## config.mk

```make
export PLATFORM = sky130hd
export DESIGN_NAME = alu_share_arbiter_flat
export DESIGN_NICKNAME = d
export VERILOG_FILES = /design/src/rtl/alu_share_arbiter_if.sv /design/src/rtl/alu_share_arbiter.sv /design/src/flat_wrapper.sv
export SDC_FILE = /design/constraint.sdc
export NUM_CORES = 1
export LEC_CHECK = 0
export ABC_AREA = 1
export BUFFER_PORTS_ARGS = -buffer_cell sky130_fd_sc_hd__buf_4
export CORE_AREA = 2 2 121 123
export CTS_CLUSTER_SIZE = 16
export DETAILED_ROUTE_END_ITERATION = 10
export DIE_AREA = 0 0 123 125
export PLACE_DENSITY = 0.67
export SLEW_MARGIN = 25
export SYNTH_ARGS = -nofsm -noshare
export SYNTH_HDL_FRONTEND = slang
export SYNTH_SLANG_ARGS = --single-unit
```

## constraint.sdc

```tcl
create_clock -name clk -period 1.2 [get_ports clk]
set_input_delay 0.06 -clock clk [delete_from_list [all_inputs] [get_ports clk]]
set_output_delay 0.06 -clock clk [all_outputs]
set_load 0.1 [all_outputs]
```

## src/rtl/alu_share_arbiter_if.sv

```systemverilog
// Requester-side handshake bundle for alu_share_arbiter: two request ports
// and their one-entry response slots. The arbiter uses the slave modport.
interface alu_share_arbiter_if #(
  parameter int XLEN = 32,
  parameter int OPW  = 4
);
  logic            req_valid_0;
  logic            req_valid_1;
  logic            req_ready_0;
  logic            req_ready_1;
  logic [OPW-1:0]  req_op_0;
  logic [OPW-1:0]  req_op_1;
  logic [XLEN-1:0] req_a_0;
  logic [XLEN-1:0] req_a_1;
  logic [XLEN-1:0] req_b_0;
  logic [XLEN-1:0] req_b_1;
  logic            rsp_valid_0;
  logic            rsp_valid_1;
  logic            rsp_ready_0;
  logic            rsp_ready_1;
  logic [XLEN-1:0] rsp_result_0;
  logic [XLEN-1:0] rsp_result_1;
  logic            rsp_zero_0;
  logic            rsp_zero_1;

  modport master (
    output req_valid_0, req_valid_1, req_op_0, req_op_1,
           req_a_0, req_a_1, req_b_0, req_b_1,
           rsp_ready_0, rsp_ready_1,
    input  req_ready_0, req_ready_1,
           rsp_valid_0, rsp_valid_1, rsp_result_0, rsp_result_1,
           rsp_zero_0, rsp_zero_1
  );

  modport slave (
    input  req_valid_0, req_valid_1, req_op_0, req_op_1,
           req_a_0, req_a_1, req_b_0, req_b_1,
           rsp_ready_0, rsp_ready_1,
    output req_ready_0, req_ready_1,
           rsp_valid_0, rsp_valid_1, rsp_result_0, rsp_result_1,
           rsp_zero_0, rsp_zero_1
  );
endinterface

```

## src/rtl/alu_share_arbiter.sv

```systemverilog
// Shares one combinational ALU between two requesters with per-port result slots.
// Define ALU_ARB_FIXED_PRIO_EN for fixed priority (port 0 wins) instead of round-robin.
module alu_share_arbiter #(
  parameter int XLEN = 32,
  parameter int OPW  = 4
) (
  input  logic                clk,
  input  logic                rst_n,
  alu_share_arbiter_if.slave  bus,
  output logic [OPW-1:0]      alu_ctrl,
  output logic [XLEN-1:0]     alu_a,
  output logic [XLEN-1:0]     alu_b,
  input  logic [XLEN-1:0]     alu_result,
  input  logic                alu_zero
);

  logic            w_free_0;
  logic            w_free_1;
  logic            w_elig_0;
  logic            w_elig_1;
  logic            w_grant_0;
  logic            w_grant_1;
  logic            r_rsp_valid_0;
  logic            r_rsp_valid_1;
  logic [XLEN-1:0] r_rsp_result_0;
  logic [XLEN-1:0] r_rsp_result_1;
  logic            r_rsp_zero_0;
  logic            r_rsp_zero_1;

  // A slot may be refilled in the same cycle it is drained.
  assign w_free_0 = !r_rsp_valid_0 || bus.rsp_ready_0;
  assign w_free_1 = !r_rsp_valid_1 || bus.rsp_ready_1;
  assign w_elig_0 = bus.req_valid_0 && w_free_0;
  assign w_elig_1 = bus.req_valid_1 && w_free_1;

`ifndef ALU_ARB_FIXED_PRIO_EN
  typedef enum logic {LAST_P0 = 1'b0, LAST_P1 = 1'b1} last_e;
  last_e r_last;
  last_e w_last_nxt;

  always_ff @(posedge clk or negedge rst_n) begin
    if (!rst_n) begin
      r_last <= LAST_P1;
    end else begin
      r_last <= w_last_nxt;
    end
  end

  always_comb begin
    w_last_nxt = r_last;
    if (w_grant_0) begin
      w_last_nxt = LAST_P0;
    end else if (w_grant_1) begin
      w_last_nxt = LAST_P1;
    end else begin
      w_last_nxt = r_last;
    end
  end
`endif

  always_comb begin
    w_grant_0 = 1'b0;
    w_grant_1 = 1'b0;
    if (w_elig_0 && w_elig_1) begin
`ifdef ALU_ARB_FIXED_PRIO_EN
      w_grant_0 = 1'b1;
`else
      if (r_last == LAST_P1) begin
        w_grant_0 = 1'b1;
      end else begin
        w_grant_1 = 1'b1;
      end
`endif
    end else if (w_elig_0) begin
      w_grant_0 = 1'b1;
    end else if (w_elig_1) begin
      w_grant_1 = 1'b1;
    end else begin
      w_grant_0 = 1'b0;
      w_grant_1 = 1'b0;
    end
  end

  assign bus.req_ready_0 = w_grant_0;
  assign bus.req_ready_1 = w_grant_1;

  // Idle drives an add of zeros so the ALU inputs never float.
  always_comb begin
    alu_ctrl = {OPW{1'b0}};
    alu_a    = {XLEN{1'b0}};
    alu_b    = {XLEN{1'b0}};
    if (w_grant_0) begin
      alu_ctrl = bus.req_op_0;
      alu_a    = bus.req_a_0;
      alu_b    = bus.req_b_0;
    end else if (w_grant_1) begin
      alu_ctrl = bus.req_op_1;
      alu_a    = bus.req_a_1;
      alu_b    = bus.req_b_1;
    end else begin
      alu_ctrl = {OPW{1'b0}};
      alu_a    = {XLEN{1'b0}};
      alu_b    = {XLEN{1'b0}};
    end
  end

  always_ff @(posedge clk or negedge rst_n) begin
    if (!rst_n) begin
      r_rsp_valid_0  <= 1'b0;
      r_rsp_result_0 <= {XLEN{1'b0}};
      r_rsp_zero_0   <= 1'b0;
    end else if (w_grant_0) begin
      r_rsp_valid_0  <= 1'b1;
      r_rsp_result_0 <= alu_result;
      r_rsp_zero_0   <= alu_zero;
    end else if (bus.rsp_ready_0) begin
      r_rsp_valid_0  <= 1'b0;
    end else begin
      r_rsp_valid_0  <= r_rsp_valid_0;
    end
  end

  always_ff @(posedge clk or negedge rst_n) begin
    if (!rst_n) begin
      r_rsp_valid_1  <= 1'b0;
      r_rsp_result_1 <= {XLEN{1'b0}};
      r_rsp_zero_1   <= 1'b0;
    end else if (w_grant_1) begin
      r_rsp_valid_1  <= 1'b1;
      r_rsp_result_1 <= alu_result;
      r_rsp_zero_1   <= alu_zero;
    end else if (bus.rsp_ready_1) begin
      r_rsp_valid_1  <= 1'b0;
    end else begin
      r_rsp_valid_1  <= r_rsp_valid_1;
    end
  end

  assign bus.rsp_valid_0  = r_rsp_valid_0;
  assign bus.rsp_valid_1  = r_rsp_valid_1;
  assign bus.rsp_result_0 = r_rsp_result_0;
  assign bus.rsp_result_1 = r_rsp_result_1;
  assign bus.rsp_zero_0   = r_rsp_zero_0;
  assign bus.rsp_zero_1   = r_rsp_zero_1;

endmodule

```

## src/flat_wrapper.sv

```systemverilog
// flat-port wrapper written by rule: the top's interface ports become plain ports
module alu_share_arbiter_flat 
#(
  parameter int XLEN = 32,
  parameter int OPW  = 4
)
  (clk, rst_n, alu_ctrl, alu_a, alu_b, alu_result, alu_zero, bus_req_valid_0, bus_req_valid_1, bus_req_op_0, bus_req_op_1, bus_req_a_0, bus_req_a_1, bus_req_b_0, bus_req_b_1, bus_rsp_ready_0, bus_rsp_ready_1, bus_req_ready_0, bus_req_ready_1, bus_rsp_valid_0, bus_rsp_valid_1, bus_rsp_result_0, bus_rsp_result_1, bus_rsp_zero_0, bus_rsp_zero_1);
  alu_share_arbiter_if #(.XLEN(XLEN), .OPW(OPW)) bus_i ();
  input  logic clk;
  input  logic rst_n;
  output logic [OPW-1:0] alu_ctrl;
  output logic [XLEN-1:0] alu_a;
  output logic [XLEN-1:0] alu_b;
  input  logic [XLEN-1:0] alu_result;
  input  logic alu_zero;
  input wire logic [$bits(bus_i.req_valid_0)-1:0] bus_req_valid_0;
  input wire logic [$bits(bus_i.req_valid_1)-1:0] bus_req_valid_1;
  input wire logic [$bits(bus_i.req_op_0)-1:0] bus_req_op_0;
  input wire logic [$bits(bus_i.req_op_1)-1:0] bus_req_op_1;
  input wire logic [$bits(bus_i.req_a_0)-1:0] bus_req_a_0;
  input wire logic [$bits(bus_i.req_a_1)-1:0] bus_req_a_1;
  input wire logic [$bits(bus_i.req_b_0)-1:0] bus_req_b_0;
  input wire logic [$bits(bus_i.req_b_1)-1:0] bus_req_b_1;
  input wire logic [$bits(bus_i.rsp_ready_0)-1:0] bus_rsp_ready_0;
  input wire logic [$bits(bus_i.rsp_ready_1)-1:0] bus_rsp_ready_1;
  output wire logic [$bits(bus_i.req_ready_0)-1:0] bus_req_ready_0;
  output wire logic [$bits(bus_i.req_ready_1)-1:0] bus_req_ready_1;
  output wire logic [$bits(bus_i.rsp_valid_0)-1:0] bus_rsp_valid_0;
  output wire logic [$bits(bus_i.rsp_valid_1)-1:0] bus_rsp_valid_1;
  output wire logic [$bits(bus_i.rsp_result_0)-1:0] bus_rsp_result_0;
  output wire logic [$bits(bus_i.rsp_result_1)-1:0] bus_rsp_result_1;
  output wire logic [$bits(bus_i.rsp_zero_0)-1:0] bus_rsp_zero_0;
  output wire logic [$bits(bus_i.rsp_zero_1)-1:0] bus_rsp_zero_1;
  assign bus_i.req_valid_0 = bus_req_valid_0;
  assign bus_i.req_valid_1 = bus_req_valid_1;
  assign bus_i.req_op_0 = bus_req_op_0;
  assign bus_i.req_op_1 = bus_req_op_1;
  assign bus_i.req_a_0 = bus_req_a_0;
  assign bus_i.req_a_1 = bus_req_a_1;
  assign bus_i.req_b_0 = bus_req_b_0;
  assign bus_i.req_b_1 = bus_req_b_1;
  assign bus_i.rsp_ready_0 = bus_rsp_ready_0;
  assign bus_i.rsp_ready_1 = bus_rsp_ready_1;
  assign bus_req_ready_0 = bus_i.req_ready_0;
  assign bus_req_ready_1 = bus_i.req_ready_1;
  assign bus_rsp_valid_0 = bus_i.rsp_valid_0;
  assign bus_rsp_valid_1 = bus_i.rsp_valid_1;
  assign bus_rsp_result_0 = bus_i.rsp_result_0;
  assign bus_rsp_result_1 = bus_i.rsp_result_1;
  assign bus_rsp_zero_0 = bus_i.rsp_zero_0;
  assign bus_rsp_zero_1 = bus_i.rsp_zero_1;
  alu_share_arbiter #(.XLEN(XLEN), .OPW(OPW)) u_core (.clk(clk), .rst_n(rst_n), .bus(bus_i), .alu_ctrl(alu_ctrl), .alu_a(alu_a), .alu_b(alu_b), .alu_result(alu_result), .alu_zero(alu_zero));
endmodule
```

==> metrics.txt <==
Max IR drop VDD=1.02 mV; internal portion of total power=8.62 mW; largest stage delay on the critical path=0.50 ns; synthesized netlist net count=713; power share of the sequential group=0.168; Hold Violations, Final=0; part of the cycle the worst path needs=1.56; number of nets with antenna violations after detailed routing=0; Pwr Total=19.6 mW; RSZ-0062 raised after global routing=true; root buf cell=clkbuf_16; final estimated routing congestion in global placement=0.819; die outline area=15,400 um^2; capturing element type of the critical path=primary output; Setup Slack @ Placement=-0.415 ns; cell row count=44; via count of the first global-routing pass=6,011; net count of the finished layout=1,088; commonest non-fill, non-tap cells in the layout=buf_4, nand2_1, nand3_1; number of cells produced by synthesis=538; number of DRC markers in iteration 0=414; final routed wirelength across all metal layers=23,100 um; H-tree levels=3; class of the tightest hold or removal check=input pin to flop; Worst Path Class, Setup=flop to primary output; average cell area after synthesis=7.27 um^2; maximum buffer depth of the clock tree=2; largest fanout on the critical path=14; wire length of the first global-routing pass=33,800 um; fraction of final layout cells sized beyond drive strength 1=0.670; Vert. Die Dim=125 um; final clock skew=0.00554 ns; core occupancy in the finished layout=0.720; distinct cell type count after synthesis=15; highest attainable clock frequency=535 MHz; number of cells on the worst hold path=3; switching share of power=0.561; biggest area consumer among synthesized cells=dfrtp_1; Syn Std Cell Area=3910 um^2; total congestion overflow=0; number of I/O pins=313; detailed-route wire length per cell=20.9 um; cell at the slowest stage of the critical path=dfrtp_4; number of antenna violations at the first check in global routing=3; top cell type's share of synthesized area=0.435; max-cap check violation count=0; power share of the clock group=0.134; critical path buffer and inverter count=3; kind of cell with the highest combined delay on the critical path=buffers and inverters; Data arrival, critical path=1.81 ns; share of synthesized area occupied by flip-flops and latches=0.442; CTS clock-pin slew for the worst setup and hold paths=0.05 ns; leakage power of the design=4.90 nW; maximum number of pins on one net before global-route repair=30; critical path depth=6; clock latency reported for the late side of the worst-skew pair=0.33 ns; TritonCTS Sinks=69; die span in x=123 um; worst-margin pin slew=0.362 ns; failing checks=negative setup slack; worst-case setup margin in the final layout=-0.670 ns; share of power burned in combinational logic=0.698; quantity of I/O buffers inserted on ports=312; Pwr per Cell Area=1920 nW/um^2; area of the core=14,200 um^2; reg2reg path depth=8; TritonRoute pass-1 iters=5; Pins Over Slew Limit=0; vias=5,662; clock buffer count from CTS=9; min cycle time layout=1.87 ns; detail-routed via count per cell=5.12; sw power=11.0 mW; result of the run=finished with violations; Slew HR=0.758; CTS tree=yes; flip-flop and latch count after synthesis=69; largest cells by area after synthesis=dfrtp_1, nand3_1, nand2_1, buf_2, buf_6; Synthesis Warnings=0; category of the worst setup path launch point=flop; Most common cell on crit path=buf_12; Worst EP required=1.14 ns; initial cell density of the core=0.275; DRC viols=0; Setup-failing EPs final=140; half-perimeter wire length after placement=13,800 um; Critical Path, Cell by Cell=a21boi_4, buf_12, buf_16, nand3_1, nand2_4, buf_12; Overall Global Routing Usage=0.289; most common cell after layout, fill and taps aside=buf_4; area growth from synthesis to layout=162%
power groups by stage:
stage               combinational (mW)  sequential, mW  clock (mW)
detailed placement                11.4            3.29           0
CTS                               13.4            3.27        2.66
global placement                  11.3            3.28           0
global route                      14.1            3.37        2.78
floorplan                         4.68            7.35           0
finish                            13.7            3.31        2.63
state kept, by name, summed over array words and instances, names as in the netlist:
| signal | flops |
|---|---|
| u_core.r_last | 1 |
| u_core.bus.rsp_zero_1 | 1 |
| u_core.bus.rsp_valid_1 | 1 |
| u_core.bus.rsp_result_0 | 32 |
| u_core.bus.rsp_zero_0 | 1 |
| u_core.bus.rsp_valid_0 | 1 |
| u_core.bus.rsp_result_1 | 32 |
worst reg2reg max path, stage by stage (launching register included):
cell and delay, ns:
dfrtp_4 0.50, a21boi_4 0.19, buf_12 0.18, buf_12 0.16
nand2_8 0.07, buf_12 0.15, buf_16 0.15, nand2_2 0.07
nand2_2 0.06
metal layers:
layer	share of wire	vias to the layer above	global-route usage
li1	-	2546	-
met1	0.36	2733	0.343
met2	0.51	321	0.475
met3	0.083	62	0.0880
met4	0.044	0	0.131
met5	0	-	0
repair_timing:
action | 4_1_cts | 5_1_grt
cloned | 9 | 3
setup endpoints to repair | 139 | 140
pin swaps | 7 | 4
setup buffers | 15 | 2
endpoints found under the hold margin | 129 | 0
hold buffers | 33 | 0
resized for setup | 342 | 49
cell usage after synthesis:
library cell	instances
dfrtp_1	68
buf_2	34
nand2_2	2
o21ai_0	1
dfstp_2	1
nand3_1	202
inv_1	5
inv_2	1
nand2_1	204
a21boi_2	1
clkbuf_1	2
buf_4	5
buf_6	9
nand3_2	2
a21boi_4	1
logic make-up (layout without fill, tap and decap cells):
logic type / after synthesis / count (layout) / share of synthesized area
buffers and inverters: 56 / 436 / 0.0867
AO/OA/AOI/OAI: 3 / 3 / 0.00896
flip-flops: 69 / 69 / 0.442
AND/OR/NAND/NOR: 410 / 410 / 0.463
other: 0 / 3 / 0
metrics by stage:
stage                     TNS [ns]  hold WS (ns)  cell area (um^2)  instances
final                       -67.00        0.0128             10200       1105
after global routing        -74.54        0.0184             10200       1105
after CTS                   -65.63       0.00429              9960       1099
after detailed placement    -46.10      -0.00440              7480       1026
after global placement      -43.77      0.000348              7480       1026
after floorplan             -36.91        -0.236              4850        538
worst paths after layout:
| path | start | endpoint | slack, ns |
|---|---|---|---|
| worst max register to register | u_core.bus.rsp_valid_0$_DFFE_PN0P_ | u_core.bus.rsp_result_0[7]$_DFFE_PN0P_ | -0.44 |
| worst min register to register | u_core.bus.rsp_result_1[12]$_DFFE_PN0P_ | u_core.bus.rsp_result_1[12]$_DFFE_PN0P_ | 0.47 |
| max in group asynchronous | rst_n | u_core.bus.rsp_result_1[29]$_DFFE_PN0P_ | 0.55 |
| worst max-delay path | u_core.bus.rsp_valid_0$_DFFE_PN0P_ | alu_b[19] | -0.67 |
| min in group asynchronous | rst_n | u_core.bus.rsp_result_1[19]$_DFFE_PN0P_ | 0.20 |
| worst min-delay path | alu_result[20] | u_core.bus.rsp_result_1[20]$_DFFE_PN0P_ | 0.01 |
layout make-up:
class | count | area (um^2)
fillers | 957 | 3970
clock inverters | 5 | 60.1
flip-flops and latches | 69 | 1740
diodes | 3 | 7.51
inverters | 6 | 30.0
clock buffers | 11 | 233
well taps | 184 | 230
repair buffers | 414 | 4640
multi-input cells | 413 | 3290
Note: power is estimated with default switching activity, not from simulation.
